$ cat src/rtl/alu_exec_sequencer_if.sv
// alu_exec_sequencer_if: instruction handshake and ALU drive/return signals
interface alu_exec_sequencer_if #(
    parameter int DATA_W = 8
);
    logic              instr_valid;
    logic              instr_ready;
    logic [2:0]        instr_op;
    logic [1:0]        instr_rd;
    logic [1:0]        instr_rs1;
    logic [1:0]        instr_rs2;
    logic [DATA_W-1:0] instr_imm;
    logic [DATA_W-1:0] alu_operand1;
    logic [DATA_W-1:0] alu_operand2;
    logic [2:0]        alu_operation;
    logic              alu_enable;
    logic [DATA_W-1:0] alu_result;

    modport master (
        output instr_valid, instr_op, instr_rd, instr_rs1, instr_rs2, instr_imm, alu_result,
        input  instr_ready, alu_operand1, alu_operand2, alu_operation, alu_enable
    );

    modport slave (
        input  instr_valid, instr_op, instr_rd, instr_rs1, instr_rs2, instr_imm, alu_result,
        output instr_ready, alu_operand1, alu_operand2, alu_operation, alu_enable
    );
endinterface

$ cat src/rtl/alu_exec_sequencer.sv
// alu_exec_sequencer: serial IDLE/ISSUE/WRITE sequencer feeding an 8-bit ALU from a 4x8 register file
module alu_exec_sequencer #(
    parameter int NUM_REGS = 4,
    parameter int DATA_W   = 8
) (
    input  logic                 clk,
    input  logic                 rst_n,
    alu_exec_sequencer_if.slave  bus,
    output logic                 wb_valid,
    output logic [DATA_W-1:0]    wb_data,
    output logic                 zero_flag,
    output logic                 err_div0,
    output logic                 err_illegal,
    input  logic [1:0]           dbg_addr,
    output logic [DATA_W-1:0]    dbg_data
);
    typedef enum logic [1:0] {IDLE, ISSUE, WRITE} state_t;

    localparam logic [2:0] OP_LDI = 3'b000;
    localparam logic [2:0] OP_MUL = 3'b010;
    localparam logic [2:0] OP_ADD = 3'b011;
    localparam logic [2:0] OP_SUB = 3'b100;
    localparam logic [2:0] OP_DIV = 3'b111;

    state_t            state_q, state_d;
    logic [2:0]        op_q, op_d;
    logic [1:0]        rd_q, rd_d, rs1_q, rs1_d, rs2_q, rs2_d;
    logic [DATA_W-1:0] imm_q, imm_d, result_q, result_d;
    logic              write_ok_q, write_ok_d;
    logic              zero_q, zero_d, div0_q, div0_d, ill_q, ill_d;
    logic [DATA_W-1:0] regs_q [NUM_REGS];
    logic [DATA_W-1:0] regs_d [NUM_REGS];
    logic              accept, issue, legal, div_zero;

    always_comb begin
        accept     = bus.instr_ready && bus.instr_valid;
        issue      = state_q == ISSUE;
        legal      = op_q inside {OP_LDI, OP_MUL, OP_ADD, OP_SUB, OP_DIV};
        div_zero   = op_q == OP_DIV && regs_q[rs2_q] == '0;
        wb_valid   = state_q == WRITE && write_ok_q;
        state_d    = state_q == IDLE ? (accept ? ISSUE : IDLE) : issue ? WRITE : IDLE;
        op_d       = accept ? bus.instr_op : op_q;
        rd_d       = accept ? bus.instr_rd : rd_q;
        rs1_d      = accept ? bus.instr_rs1 : rs1_q;
        rs2_d      = accept ? bus.instr_rs2 : rs2_q;
        imm_d      = accept ? bus.instr_imm : imm_q;
        result_d   = issue ? (op_q == OP_LDI ? imm_q : bus.alu_result) : result_q;
        write_ok_d = issue ? legal && !div_zero : write_ok_q;
        div0_d     = accept ? 1'b0 : issue ? div_zero : div0_q;
        ill_d      = accept ? 1'b0 : issue ? !legal : ill_q;
        zero_d     = wb_valid ? result_q == '0 : zero_q;
        regs_d     = regs_q;
        if (wb_valid) regs_d[rd_q] = result_q;
    end

    // Ready is gated by rst_n so it drops the instant reset asserts
    assign bus.instr_ready   = rst_n && state_q == IDLE;
    assign bus.alu_enable    = issue;
    assign bus.alu_operation = issue ? op_q : '0;
    assign bus.alu_operand1  = issue ? regs_q[rs1_q] : '0;
    assign bus.alu_operand2  = issue ? regs_q[rs2_q] : '0;
    assign wb_data           = wb_valid ? result_q : '0;
    assign zero_flag         = zero_q;
    assign err_div0          = div0_q;
    assign err_illegal       = ill_q;
    assign dbg_data          = regs_q[dbg_addr];

    always_ff @(posedge clk or negedge rst_n) begin
        if (!rst_n) begin
            state_q    <= IDLE;
            op_q       <= '0;
            rd_q       <= '0;
            rs1_q      <= '0;
            rs2_q      <= '0;
            imm_q      <= '0;
            result_q   <= '0;
            write_ok_q <= 1'b0;
            zero_q     <= 1'b0;
            div0_q     <= 1'b0;
            ill_q      <= 1'b0;
            regs_q     <= '{default: '0};
        end else begin
            state_q    <= state_d;
            op_q       <= op_d;
            rd_q       <= rd_d;
            rs1_q      <= rs1_d;
            rs2_q      <= rs2_d;
            imm_q      <= imm_d;
            result_q   <= result_d;
            write_ok_q <= write_ok_d;
            zero_q     <= zero_d;
            div0_q     <= div0_d;
            ill_q      <= ill_d;
            regs_q     <= regs_d;
        end
    end
endmodule

$ cat src/flat_wrapper.sv
// flat-port wrapper written by rule: the top's interface ports become plain ports
module alu_exec_sequencer_flat 
#(
    parameter int NUM_REGS = 4,
    parameter int DATA_W   = 8
)
  (clk, rst_n, wb_valid, wb_data, zero_flag, err_div0, err_illegal, dbg_addr, dbg_data, bus_instr_valid, bus_instr_op, bus_instr_rd, bus_instr_rs1, bus_instr_rs2, bus_instr_imm, bus_alu_result, bus_instr_ready, bus_alu_operand1, bus_alu_operand2, bus_alu_operation, bus_alu_enable);
  alu_exec_sequencer_if #(.DATA_W(DATA_W)) bus_i ();
  input  logic clk;
  input  logic rst_n;
  output logic wb_valid;
  output logic [DATA_W-1:0] wb_data;
  output logic zero_flag;
  output logic err_div0;
  output logic err_illegal;
  input  logic [1:0] dbg_addr;
  output logic [DATA_W-1:0] dbg_data;
  input wire logic [$bits(bus_i.instr_valid)-1:0] bus_instr_valid;
  input wire logic [$bits(bus_i.instr_op)-1:0] bus_instr_op;
  input wire logic [$bits(bus_i.instr_rd)-1:0] bus_instr_rd;
  input wire logic [$bits(bus_i.instr_rs1)-1:0] bus_instr_rs1;
  input wire logic [$bits(bus_i.instr_rs2)-1:0] bus_instr_rs2;
  input wire logic [$bits(bus_i.instr_imm)-1:0] bus_instr_imm;
  input wire logic [$bits(bus_i.alu_result)-1:0] bus_alu_result;
  output wire logic [$bits(bus_i.instr_ready)-1:0] bus_instr_ready;
  output wire logic [$bits(bus_i.alu_operand1)-1:0] bus_alu_operand1;
  output wire logic [$bits(bus_i.alu_operand2)-1:0] bus_alu_operand2;
  output wire logic [$bits(bus_i.alu_operation)-1:0] bus_alu_operation;
  output wire logic [$bits(bus_i.alu_enable)-1:0] bus_alu_enable;
  assign bus_i.instr_valid = bus_instr_valid;
  assign bus_i.instr_op = bus_instr_op;
  assign bus_i.instr_rd = bus_instr_rd;
  assign bus_i.instr_rs1 = bus_instr_rs1;
  assign bus_i.instr_rs2 = bus_instr_rs2;
  assign bus_i.instr_imm = bus_instr_imm;
  assign bus_i.alu_result = bus_alu_result;
  assign bus_instr_ready = bus_i.instr_ready;
  assign bus_alu_operand1 = bus_i.alu_operand1;
  assign bus_alu_operand2 = bus_i.alu_operand2;
  assign bus_alu_operation = bus_i.alu_operation;
  assign bus_alu_enable = bus_i.alu_enable;
  alu_exec_sequencer #(.NUM_REGS(NUM_REGS), .DATA_W(DATA_W)) u_core (.clk(clk), .rst_n(rst_n), .bus(bus_i), .wb_valid(wb_valid), .wb_data(wb_data), .zero_flag(zero_flag), .err_div0(err_div0), .err_illegal(err_illegal), .dbg_addr(dbg_addr), .dbg_data(dbg_data));
endmodule
$ cat config.mk
export PLATFORM = sky130hd
export DESIGN_NAME = alu_exec_sequencer_flat
export DESIGN_NICKNAME = d
export VERILOG_FILES = /design/src/rtl/alu_exec_sequencer_if.sv /design/src/rtl/alu_exec_sequencer.sv /design/src/flat_wrapper.sv
export SDC_FILE = /design/constraint.sdc
export NUM_CORES = 1
export LEC_CHECK = 0
export ABC_CLOCK_PERIOD_IN_PS = 5150
export BUFFER_PORTS_ARGS = -buffer_cell sky130_fd_sc_hd__buf_2
export CAP_MARGIN = 20
export CORE_UTILIZATION = 50
export DETAILED_ROUTE_END_ITERATION = 8
export PLACE_DENSITY = 0.84
export SETUP_SLACK_MARGIN = 0.05
export SYNTH_ARGS = -nofsm -noshare
export SYNTH_HDL_FRONTEND = slang
export SYNTH_SLANG_ARGS = --single-unit
$ cat constraint.sdc
create_clock -name clk -period 5.15 [get_ports clk]
set_input_delay 1.545 -clock clk [delete_from_list [all_inputs] [get_ports clk]]
set_output_delay 1.545 -clock clk [all_outputs]
set_load 0.02 [all_outputs]
==> run metrics <==
Final min period 4090 ps; filler instances 501; via count ~2200; Max Root-Sink Buffers 2; CP Class in -> out; Max Slew Vio Count 0; share of layout cells above drive strength 1 between 50% and 60%; global placer's final weighted congestion roughly 0.85; hold buffers post-CTS 0; TritonCTS clock tree done; Post-Layout Cell Count approximately 380; Inserted Diodes 0; Residual DRC 0; Via density slightly below 6; most used cell, CP buf_2; maximum clock frequency ~240 MHz; worst slew pin tran 938 ps; CP max stage cell mux4_2; CP max FO 8; Overflow after GRT 0; Pre-antenna DRT Iters 4; CTS buffer count 9; Min Hold Slack 505 ps; pin count of the biggest net entering global routing 64; # setup viols final 0; register area share after synthesis 48.1%; dpl cells 364; routed len/inst 18.9 um; worst vdd ir 0.000250 V; Routed Antenna Nets 0; status completed; Power Dens Cells 460 mW/mm^2; DRT iter0 DRCs 108; Die W 83 um; Fin. Hold Viols 0; syn nets 261; final wirelength roughly 7200 um; Final period util 79.5%; H-tree levels 3; detailed placement HPWL 5040 um; Clk Latency, worst-skew pair 340 ps; EDFF count, synth 0; Setup crit end kind output pin; Net count, final roughly 330; top_reg_cell synth dfrtp_1; Clock Sinks 63; area grow syn2layout 16.7%; Mapped Area 0.00328 mm^2; Root Buffer clkbuf_8; die area slightly below 0.007 mm^2; critical path cell sequence buf_2 > mux4_2 > buf_2; max cap viols 0; Warnings, synthesis 0; CP required approximately 3600 ps; Core ar. 0.00635 mm^2; Worst Setup Start Kind input pin; R2R Setup Slk a little over 3000 ps; Critical Path Max Stage Delay 560 ps; Crit path arrival time between 2000 and 3000 ps; Yosys reg bits 63; Synth cell types 29; IO Port Bufs 70; Async SR Flop Fraction 100%; unrepaired setup endpoints after global routing no; Die Ht roughly 83 um; most frequent cells in the layout buf_2 (70), dfrtp_1 (63), mux2_2 (49); Post-CTS Setup Bufs 0; Syn Inst Count 231; setup TNS 0 ps; most common cell after layout, fill and taps aside buf_2; post-CTS sizing 0; Hold Path Class reg -> reg; Ports 71; vias in the first global route 2201; initial antenna violation count 0; syn_area_per_cell 14.2 um^2; Starting Density 51.7%; first-pass GRT wire length 11800 um; Worst-path clk slew roughly 60 ps; Leakage 1.83 nW; total power 1.76 mW; Setup Skew about 4.3 ps; gr usage total 22.8%; Max-slew headroom a little under two fifths; Row Count 29
state kept, by name (all words and copies together) (netlist names), 2 cells and up:
signal,cells
u_core.rs2_q,2
u_core.result_q,8
u_core.rd_q,2
u_core.op_q,3
u_core.state_q,2
u_core.regs_q,32
u_core.rs1_q,2
u_core.imm_q,8
synth_stat cells, types with 2 or more instances:
| cell type | number | area share [%] |
|---|---|---|
| mux4_1 | 5 | 4.0 |
| mux4_2 | 19 | 13 |
| inv_1 | 3 | 0.34 |
| nand2_1 | 11 | 1.3 |
| nand3_1 | 2 | 0.31 |
| o21ai_0 | 10 | 1.5 |
| mux2i_1 | 10 | 3.1 |
| nand3b_1 | 2 | 0.46 |
| buf_2 | 5 | 0.76 |
| and2_1 | 27 | 5.1 |
| clkbuf_1 | 8 | 0.92 |
| nor4_1 | 2 | 0.38 |
| mux2_2 | 49 | 17 |
| dfrtp_1 | 63 | 48 |
worst paths after layout:
check                                  start                 to  depth (start not counted)
min in group asynchronous              rst_n  u_core.regs_q[17]                          2
max reg2reg                u_core.state_q[0]     u_core.rd_q[0]                          3
max                              dbg_addr[0]        dbg_data[3]                          3
min                          u_core.imm_q[2]    u_core.imm_q[2]                          1
min reg2reg                  u_core.imm_q[2]    u_core.imm_q[2]                          1
max in group asynchronous              rst_n    u_core.imm_q[3]                          2
where the power goes:
part	internal, mW	total [mW]	switching, mW
Clock	0.195	0.367	0.172
Sequential	0.651	0.847	0.196
Combinational	0.328	0.545	0.217
metal layers:
metal / global-route usage (%) / vias up / wire length [um]
met5: 0 / - / 0
met4: 11.4 / 0 / 199
met3: 6.06 / 15 / 384
met2: 35.5 / 78 / 3530
met1: 29.8 / 1134 / 3040
li1: - / 995 / -
layout make-up:
cell class              instances  area (um^2)  share of cell area (%)
multi-input cells             150         1620                    42.4
clock inverters                 1         5.00                   0.131
well taps                      77         96.3                    2.52
clock buffers                  13          159                    4.15
repair buffers                 71          358                    9.35
flip-flops and latches         63         1580                    41.2
inverters                       3         11.3                   0.294
critical path, delay by kind of cell:
family                 cells  cell delay [ps]
buffers and inverters      2              450
muxes                      1              560
logic make-up after synthesis:
logic type	share of synthesized area (%)
buffers and inverters	2.48
muxes	36.9
and+or+nand+nor	10.6
AOI/OAI and AO/OA	1.91
DFF	48.1
through the flow:
stage | setup slack [ps] | util (%) | instance area (um^2)
2_1_floorplan | 1230 | - | 3280
3_3_place_gp | 1040 | 57.7 | 3660
3_5_place_dp | 1050 | 57.7 | 3660
4_1_cts | 1040 | 60.3 | 3830
5_1_grt | 1000 | 60.3 | 3830
6_report | 1060 | 60.3 | 3830
(Power assumes the default switching activity.)
